## config.mk

```make
export PLATFORM = sky130hd
export DESIGN_NAME = avl_mem_arbiter_flat
export DESIGN_NICKNAME = d
export VERILOG_FILES = /design/src/rtl/avl_mem_arbiter_if.sv /design/src/rtl/avl_mem_arbiter.sv /design/src/flat_wrapper.sv
export SDC_FILE = /design/constraint.sdc
export NUM_CORES = 1
export LEC_CHECK = 0
export ABC_CLOCK_PERIOD_IN_PS = 9200
export CORE_MARGIN = 4
export CORE_UTILIZATION = 30
export CTS_BUF_LIST = sky130_fd_sc_hd__clkbuf_4 sky130_fd_sc_hd__clkbuf_8
export CTS_CLUSTER_DIAMETER = 100
export DETAILED_ROUTE_END_ITERATION = 6
export GPL_TIMING_DRIVEN = 0
export HOLD_SLACK_MARGIN = 0.03
export SLEW_MARGIN = 40
export SYNTH_ARGS = -nofsm -noshare
export SYNTH_HDL_FRONTEND = slang
export SYNTH_SLANG_ARGS = --single-unit
```

## constraint.sdc

```tcl
create_clock -name clk -period 9.2 [get_ports clk]
set_clock_uncertainty 0.1 [all_clocks]
set_input_delay 0.92 -clock clk [delete_from_list [all_inputs] [get_ports clk]]
set_output_delay 0.92 -clock clk [all_outputs]
set_load 0.03 [all_outputs]
```

## src/rtl/avl_mem_arbiter_if.sv

```systemverilog
// CPU-side fetch/data ports and Avalon-MM master bus of the memory arbiter.
// master = arbiter view, slave = CPU + memory environment view.
interface avl_mem_arbiter_if;
    logic        i_req;
    logic [31:0] i_addr;
    logic [31:0] i_rdata;
    logic        i_ack;
    logic        d_req;
    logic        d_we;
    logic [31:0] d_addr;
    logic [3:0]  d_byteenable;
    logic [31:0] d_wdata;
    logic [31:0] d_rdata;
    logic        d_ack;
    logic        err;
    logic [31:0] avm_address;
    logic [3:0]  avm_byteenable;
    logic [31:0] avm_writedata;
    logic        avm_read;
    logic        avm_write;
    logic [31:0] avm_readdata;
    logic        avm_waitrequest;

    modport master (
        input  i_req, i_addr,
        input  d_req, d_we, d_addr, d_byteenable, d_wdata,
        input  avm_readdata, avm_waitrequest,
        output i_rdata, i_ack, d_rdata, d_ack, err,
        output avm_address, avm_byteenable, avm_writedata,
        output avm_read, avm_write
    );

    modport slave (
        output i_req, i_addr,
        output d_req, d_we, d_addr, d_byteenable, d_wdata,
        output avm_readdata, avm_waitrequest,
        input  i_rdata, i_ack, d_rdata, d_ack, err,
        input  avm_address, avm_byteenable, avm_writedata,
        input  avm_read, avm_write
    );
endinterface

```

## src/rtl/avl_mem_arbiter.sv

```systemverilog
// Two-port (fetch/data) Avalon-MM master: one transaction at a time,
// alternating priority on ties, bus timeout with error acknowledge.
module avl_mem_arbiter #(
    parameter int unsigned TIMEOUT_CYCLES = 64
) (
    input  logic              clk,
    input  logic              rst,
    avl_mem_arbiter_if.master bus
);

    typedef enum logic [1:0] {IDLE, ISSUE, RESP} state_e;

    state_e      state_q, state_d;
    logic        gnt_data_q, gnt_data_d;
    logic        last_data_q, last_data_d;
    logic [31:0] cnt_q, cnt_d;
    logic [31:0] addr_q, addr_d;
    logic [3:0]  be_q, be_d;
    logic [31:0] wdata_q, wdata_d;
    logic        rd_q, rd_d;
    logic        wr_q, wr_d;
    logic [31:0] i_rdata_q, i_rdata_d;
    logic [31:0] d_rdata_q, d_rdata_d;
    logic        i_ack_q, i_ack_d;
    logic        d_ack_q, d_ack_d;
    logic        err_q, err_d;

    logic any_req;
    logic pick_data;
    logic timeout_hit;

    assign any_req   = bus.i_req | bus.d_req;
    // On a tie the port that did not win last time gets the bus.
    assign pick_data = bus.d_req & (~bus.i_req | ~last_data_q);
    assign timeout_hit = (TIMEOUT_CYCLES != 32'd0) &&
                         (cnt_q + 32'd1 == TIMEOUT_CYCLES);

    always_ff @(posedge clk) begin
        if (rst) state_q <= IDLE;
        else     state_q <= state_d;
    end

    always_comb begin
        state_d = state_q;
        unique case (state_q)
            IDLE:  if (any_req) state_d = ISSUE;
            ISSUE: if (!bus.avm_waitrequest || timeout_hit) state_d = RESP;
            RESP:  state_d = IDLE;
            default: state_d = IDLE;
        endcase
    end

    always_comb begin
        gnt_data_d  = gnt_data_q;
        last_data_d = last_data_q;
        cnt_d       = cnt_q;
        addr_d      = addr_q;
        be_d        = be_q;
        wdata_d     = wdata_q;
        rd_d        = rd_q;
        wr_d        = wr_q;
        i_rdata_d   = i_rdata_q;
        d_rdata_d   = d_rdata_q;
        i_ack_d     = 1'b0;
        d_ack_d     = 1'b0;
        err_d       = 1'b0;
        unique case (state_q)
            IDLE: begin
                if (any_req) begin
                    gnt_data_d  = pick_data;
                    last_data_d = pick_data;
                    cnt_d       = '0;
                    if (pick_data) begin
                        addr_d  = {bus.d_addr[31:2], 2'b00};
                        be_d    = bus.d_byteenable;
                        wdata_d = bus.d_wdata;
                        rd_d    = ~bus.d_we;
                        wr_d    = bus.d_we;
                    end else begin
                        addr_d  = {bus.i_addr[31:2], 2'b00};
                        be_d    = 4'b1111;
                        rd_d    = 1'b1;
                        wr_d    = 1'b0;
                    end
                end
            end
            ISSUE: begin
                if (!bus.avm_waitrequest) begin
                    rd_d    = 1'b0;
                    wr_d    = 1'b0;
                    i_ack_d = ~gnt_data_q;
                    d_ack_d = gnt_data_q;
                    if (rd_q && gnt_data_q)  d_rdata_d = bus.avm_readdata;
                    if (rd_q && !gnt_data_q) i_rdata_d = bus.avm_readdata;
                end else if (timeout_hit) begin
                    rd_d    = 1'b0;
                    wr_d    = 1'b0;
                    i_ack_d = ~gnt_data_q;
                    d_ack_d = gnt_data_q;
                    err_d   = 1'b1;
                end else begin
                    cnt_d = cnt_q + 32'd1;
                end
            end
            RESP: ;
            default: ;
        endcase
    end

    always_ff @(posedge clk) begin
        if (rst) begin
            gnt_data_q  <= 1'b0;
            last_data_q <= 1'b0;
            cnt_q       <= '0;
            addr_q      <= '0;
            be_q        <= '0;
            wdata_q     <= '0;
            rd_q        <= 1'b0;
            wr_q        <= 1'b0;
            i_rdata_q   <= '0;
            d_rdata_q   <= '0;
            i_ack_q     <= 1'b0;
            d_ack_q     <= 1'b0;
            err_q       <= 1'b0;
        end else begin
            gnt_data_q  <= gnt_data_d;
            last_data_q <= last_data_d;
            cnt_q       <= cnt_d;
            addr_q      <= addr_d;
            be_q        <= be_d;
            wdata_q     <= wdata_d;
            rd_q        <= rd_d;
            wr_q        <= wr_d;
            i_rdata_q   <= i_rdata_d;
            d_rdata_q   <= d_rdata_d;
            i_ack_q     <= i_ack_d;
            d_ack_q     <= d_ack_d;
            err_q       <= err_d;
        end
    end

    assign bus.avm_address    = addr_q;
    assign bus.avm_byteenable = be_q;
    assign bus.avm_writedata  = wdata_q;
    assign bus.avm_read       = rd_q;
    assign bus.avm_write      = wr_q;
    assign bus.i_rdata        = i_rdata_q;
    assign bus.d_rdata        = d_rdata_q;
    assign bus.i_ack          = i_ack_q;
    assign bus.d_ack          = d_ack_q;
    assign bus.err            = err_q;

endmodule

```

## src/flat_wrapper.sv

```systemverilog
// flat-port wrapper written by rule: the top's interface ports become plain ports
module avl_mem_arbiter_flat 
#(
    parameter int unsigned TIMEOUT_CYCLES = 64
)
  (clk, rst, bus_i_req, bus_i_addr, bus_d_req, bus_d_we, bus_d_addr, bus_d_byteenable, bus_d_wdata, bus_avm_readdata, bus_avm_waitrequest, bus_i_rdata, bus_i_ack, bus_d_rdata, bus_d_ack, bus_err, bus_avm_address, bus_avm_byteenable, bus_avm_writedata, bus_avm_read, bus_avm_write);
  avl_mem_arbiter_if bus_i ();
  input  logic clk;
  input  logic rst;
  input wire logic [$bits(bus_i.i_req)-1:0] bus_i_req;
  input wire logic [$bits(bus_i.i_addr)-1:0] bus_i_addr;
  input wire logic [$bits(bus_i.d_req)-1:0] bus_d_req;
  input wire logic [$bits(bus_i.d_we)-1:0] bus_d_we;
  input wire logic [$bits(bus_i.d_addr)-1:0] bus_d_addr;
  input wire logic [$bits(bus_i.d_byteenable)-1:0] bus_d_byteenable;
  input wire logic [$bits(bus_i.d_wdata)-1:0] bus_d_wdata;
  input wire logic [$bits(bus_i.avm_readdata)-1:0] bus_avm_readdata;
  input wire logic [$bits(bus_i.avm_waitrequest)-1:0] bus_avm_waitrequest;
  output wire logic [$bits(bus_i.i_rdata)-1:0] bus_i_rdata;
  output wire logic [$bits(bus_i.i_ack)-1:0] bus_i_ack;
  output wire logic [$bits(bus_i.d_rdata)-1:0] bus_d_rdata;
  output wire logic [$bits(bus_i.d_ack)-1:0] bus_d_ack;
  output wire logic [$bits(bus_i.err)-1:0] bus_err;
  output wire logic [$bits(bus_i.avm_address)-1:0] bus_avm_address;
  output wire logic [$bits(bus_i.avm_byteenable)-1:0] bus_avm_byteenable;
  output wire logic [$bits(bus_i.avm_writedata)-1:0] bus_avm_writedata;
  output wire logic [$bits(bus_i.avm_read)-1:0] bus_avm_read;
  output wire logic [$bits(bus_i.avm_write)-1:0] bus_avm_write;
  assign bus_i.i_req = bus_i_req;
  assign bus_i.i_addr = bus_i_addr;
  assign bus_i.d_req = bus_d_req;
  assign bus_i.d_we = bus_d_we;
  assign bus_i.d_addr = bus_d_addr;
  assign bus_i.d_byteenable = bus_d_byteenable;
  assign bus_i.d_wdata = bus_d_wdata;
  assign bus_i.avm_readdata = bus_avm_readdata;
  assign bus_i.avm_waitrequest = bus_avm_waitrequest;
  assign bus_i_rdata = bus_i.i_rdata;
  assign bus_i_ack = bus_i.i_ack;
  assign bus_d_rdata = bus_i.d_rdata;
  assign bus_d_ack = bus_i.d_ack;
  assign bus_err = bus_i.err;
  assign bus_avm_address = bus_i.avm_address;
  assign bus_avm_byteenable = bus_i.avm_byteenable;
  assign bus_avm_writedata = bus_i.avm_writedata;
  assign bus_avm_read = bus_i.avm_read;
  assign bus_avm_write = bus_i.avm_write;
  avl_mem_arbiter #(.TIMEOUT_CYCLES(TIMEOUT_CYCLES)) u_core (.clk(clk), .rst(rst), .bus(bus_i));
endmodule
```

==> results.md <==
- Final #Nets: between 1,000 and 1,500
- WL/cell: roughly 17 um
- Top FF cell, synth: dfxtp_1
- VDD IR max: roughly 100 uV
- DRC Markers: 0
- Hold crit path type: reg2reg
- DR pass1 iterations: 5
- Clock latency on the worst-skew pair: about 0.46 ns
- Unique masters post-synth: between 50 and 60
- Total placed cells including tap cells: roughly 1,500
- Warnings, synthesis: 0
- Synth Area in Adders: less than 1%
- Detailed Place HPWL: 20.1 mm
- Layout fillers: about 2,400
- Pwr Density: 150 nW/um2
- Switching Fraction: between 30% and 40%
- Fraction of layout cells with a size suffix above 1: 4.75%
- Final Instance Area: between 10,000 and 15,000 um2
- Period utilization: ~44%
- Gr usage total: approximately a fifth
- CP arrival: ~4.2 ns
- Multi-input gate area: between 3000 and 4000 um2
- First-pass GRT wire length: between 40 and 50 mm
- Number of inserted diodes: 0
- Met1 wire length: between 10 and 15 mm
- Antenna-violating nets left: 0
- Number of synthesized flops with an enable pin: 0
- Initial antenna violation count: 0
- Top layer reached by signal wires: met4
- Register area share after synthesis: 46.3%
- Post-route setup TNS: 0 ns
- Compound-cell area share of the yosys netlist: 19.5%
- Gpl congestion: 0.874
- Largest net degree at the start of global routing: 19
- Synth Area in XOR/XNOR: 1.31%
- Port bufs: between 200 and 300
- Num CTS Buffers: 17
- FF-to-FF path depth: 10
- Final hold viol count: 0
- Clk network pwr share: approximately 33%
- Die area: 27,100 um2
- Postcts setup bufs: 0
- Most common cell after layout, fill and taps aside: clkdlybuf4s50_1
- Most frequent cells in the layout: clkdlybuf4s50_1, nand2_1, dfxtp_1, a21oi_1, clkbuf_1
- Fin cells: ~1,500
- Vias/cell: around 5
- CTS root buf: clkbuf_8
- Hold-fix buffers at CTS: 0
- Setup violators final: 0
- Routed met2 length: roughly 12 mm
- Pint: 0.00112 W
- Clock Sinks: 170
- Sequential power share: between 40% and 50%
- Fmax achieved: around 250 MHz
- Least-Margin Pin Slew: 0.757 ns
- Critical Path RT: 9.39 ns
- Max-cap violations: 0
- WL final: 26.4 mm
- Leak: 3.70 nW
- Initial cell density of the core: between 30 and 40%
- Min Clock Period, post-route: just over 4 ns
- Core area: approximately 24,000 um2
- Post-synthesis cell area: roughly 7300 um2
- Register area: 3400 um2
- WL met3: 2.38 mm
- Placed Area: approximately 10,000 um2
- H-tree levels: 4
- Max incr delay on CP: slightly below 0.7 ns
- Critical path endpoint category: flip-flop
- Synth-to-Final Area Change: 47.4%
- NetSw: roughly 0.0005 W
- I/O pins: around 280
- Largest family of logic cells by synthesized area: simple AND/OR/NAND/NOR gates
- CTS max path bufs: 2
- Die span in y: 165 um
- Logic pwr share: 19.1%
- Min-delay src: u_core.bus.avm_writedata[22]
- CTS clock-pin slew for the worst setup and hold paths: 0.10 ns
- RSZ-0062 raised after global routing: no
- Status: complete, no violations
- CTS tree: built
- Crit path cell chain: ha_1 -> nand3_1 -> clkbuf_1 -> nor3_1 -> o221ai_1 -> nor3_1 -> nand4_1 -> or4_4 -> buf_2 -> a2111oi_1
- DR iter-0 viols: ~440
- R2R Path Start: u_core.cnt_q[0]
- Number of global-route vias before repair: ~7,300
- Critical path's slowest cell: a2111oi_1
- Syn Area/Cell: 7.99 um2
- Worst path most repeated cell: nor3_1
- CP max FO: 10
- CP Launch Type: flip-flop
- Async S/R FF share, synth: 0%
- GR Overflow Total: 0
- # rows: between 50 and 60
- Vias: just under 8,000
- Post-synthesis cell count: 920
- Post_cts resized: 0
- WS Path Type: reg2reg
- DIE WIDTH: 165 um
- Mux share of post-synthesis cell area: under 10%
- Worst setup path startpoint: u_core.cnt_q[0]
- #FFs+latches synth: 170
- Post-Synth Simple-Gate Area: around 23%
- Slew headroom: between 40% and 50%
- Pins Over Slew Limit: 0
- Worst Hold Depth: 2
[registers in the layout, indices dropped and copies added (netlist names)]
signal                     cells
u_core.bus.avm_address        30
u_core.bus.avm_byteenable      4
u_core.bus.avm_read            1
u_core.bus.avm_write           1
u_core.bus.avm_writedata      32
u_core.bus.d_ack               1
u_core.bus.d_rdata            32
u_core.bus.err                 1
u_core.bus.i_ack               1
u_core.bus.i_rdata            32
u_core.cnt_q                  32
u_core.gnt_data_q              1
u_core.state_q                 2
[stage by stage]
step | hold WS (ns) | total power, W | util, % | setup slack [ns]
2_1_floorplan | 0.359 | 0.000952 | - | 5.91
3_3_place_gp | 0.340 | 0.00111 | 43.1 | 4.96
3_5_place_dp | 0.346 | 0.00111 | 43.2 | 5.25
4_1_cts | 0.360 | 0.00165 | 44.8 | 5.21
5_1_grt | 0.377 | 0.00170 | 44.8 | 4.95
6_report | 0.359 | 0.00163 | 44.8 | 5.15
[logic make-up (layout without fill, tap and decap cells)]
kind of cell	count (synthesis)	after routing
AND/OR/NAND/NOR	377	377
AO/OA/AOI/OAI	236	236
buffers and inverters	91	390
adder cells (fa/ha/maj)	2	2
XOR/XNOR	11	11
multiplexers	32	32
flip-flops	170	170
other	1	2
[per-layer routing]
layer | up-vias | GRT usage (%)
met5 | - | 0
met4 | 0 | 5.67
met3 | 34 | 6.79
met2 | 281 | 30.9
met1 | 3582 | 24.0
li1 | 3801 | -
[final cells by class]
class | count | area share (%)
Buffer | 85 | 3.37
Multi-Input combinational cell | 660 | 32.9
Inverter | 6 | 0.208
Sequential cell | 170 | 31.4
Clock buffer | 18 | 2.29
Clock inverter | 14 | 1.34
Tap cell | 324 | 3.74
Timing Repair Buffer | 267 | 24.7
[cells in the mapped netlist (2+ instances only)]
library cell  count  area share [%]
nor3_1            8            0.54
nand3_1          15             1.0
o211ai_1          3            0.31
o22ai_1           4            0.34
buf_4             3            0.31
a41oi_1           3            0.36
a211o_1           3            0.36
nand4_1          19             1.6
a31oi_1          47             4.0
a21oi_1         108             7.4
clkbuf_1         63             3.2
nor2_1           57             2.9
xnor2_1           6            0.72
and2_1            7            0.60
o221ai_1          2            0.24
buf_1             6            0.31
nand2b_1          4            0.34
nor4_1            9            0.77
or4_1             2            0.20
o21ai_1           3            0.20
nand2_1         227              12
nor2b_1           2            0.17
buf_6             3            0.46
buf_2            10            0.68
inv_1             6            0.31
and3_1            4            0.34
a211oi_1         34             3.5
dfxtp_1         170              46
or3_1             3            0.26
xor2_1            5            0.60
and4_1            9             1.1
mux2i_1          31             4.2
a21o_1            4            0.41
ha_1              2            0.34
o21a_1            3            0.31
o21ai_0          12            0.82
[critical path: cells and delay by family (launching register included)]
kind | cells | cell delay (ns)
DFF | 1 | 0.47
buffers and inverters | 2 | 0.55
and+or+nand+nor | 5 | 1.60
AOI/OAI and AO/OA | 2 | 0.84
adders and majority gates | 1 | 0.30
[final timing paths]
kind,to,slack (ns)
min reg2reg,u_core.bus.avm_writedata[22],0.36
min,u_core.bus.avm_writedata[22],0.36
max reg2reg,u_core.bus.i_ack,5.15
max,u_core.bus.i_ack,5.15
[power groups by stage]
stage               sequential, W  clock (W)  combinational (W)
CTS                      0.000785   0.000549           0.000314
global placement         0.000800          0           0.000312
global route             0.000789   0.000581           0.000334
floorplan                0.000859          0          0.0000927
finish                   0.000785   0.000533           0.000310
detailed placement       0.000801          0           0.000312
(Power assumes the default switching activity.)
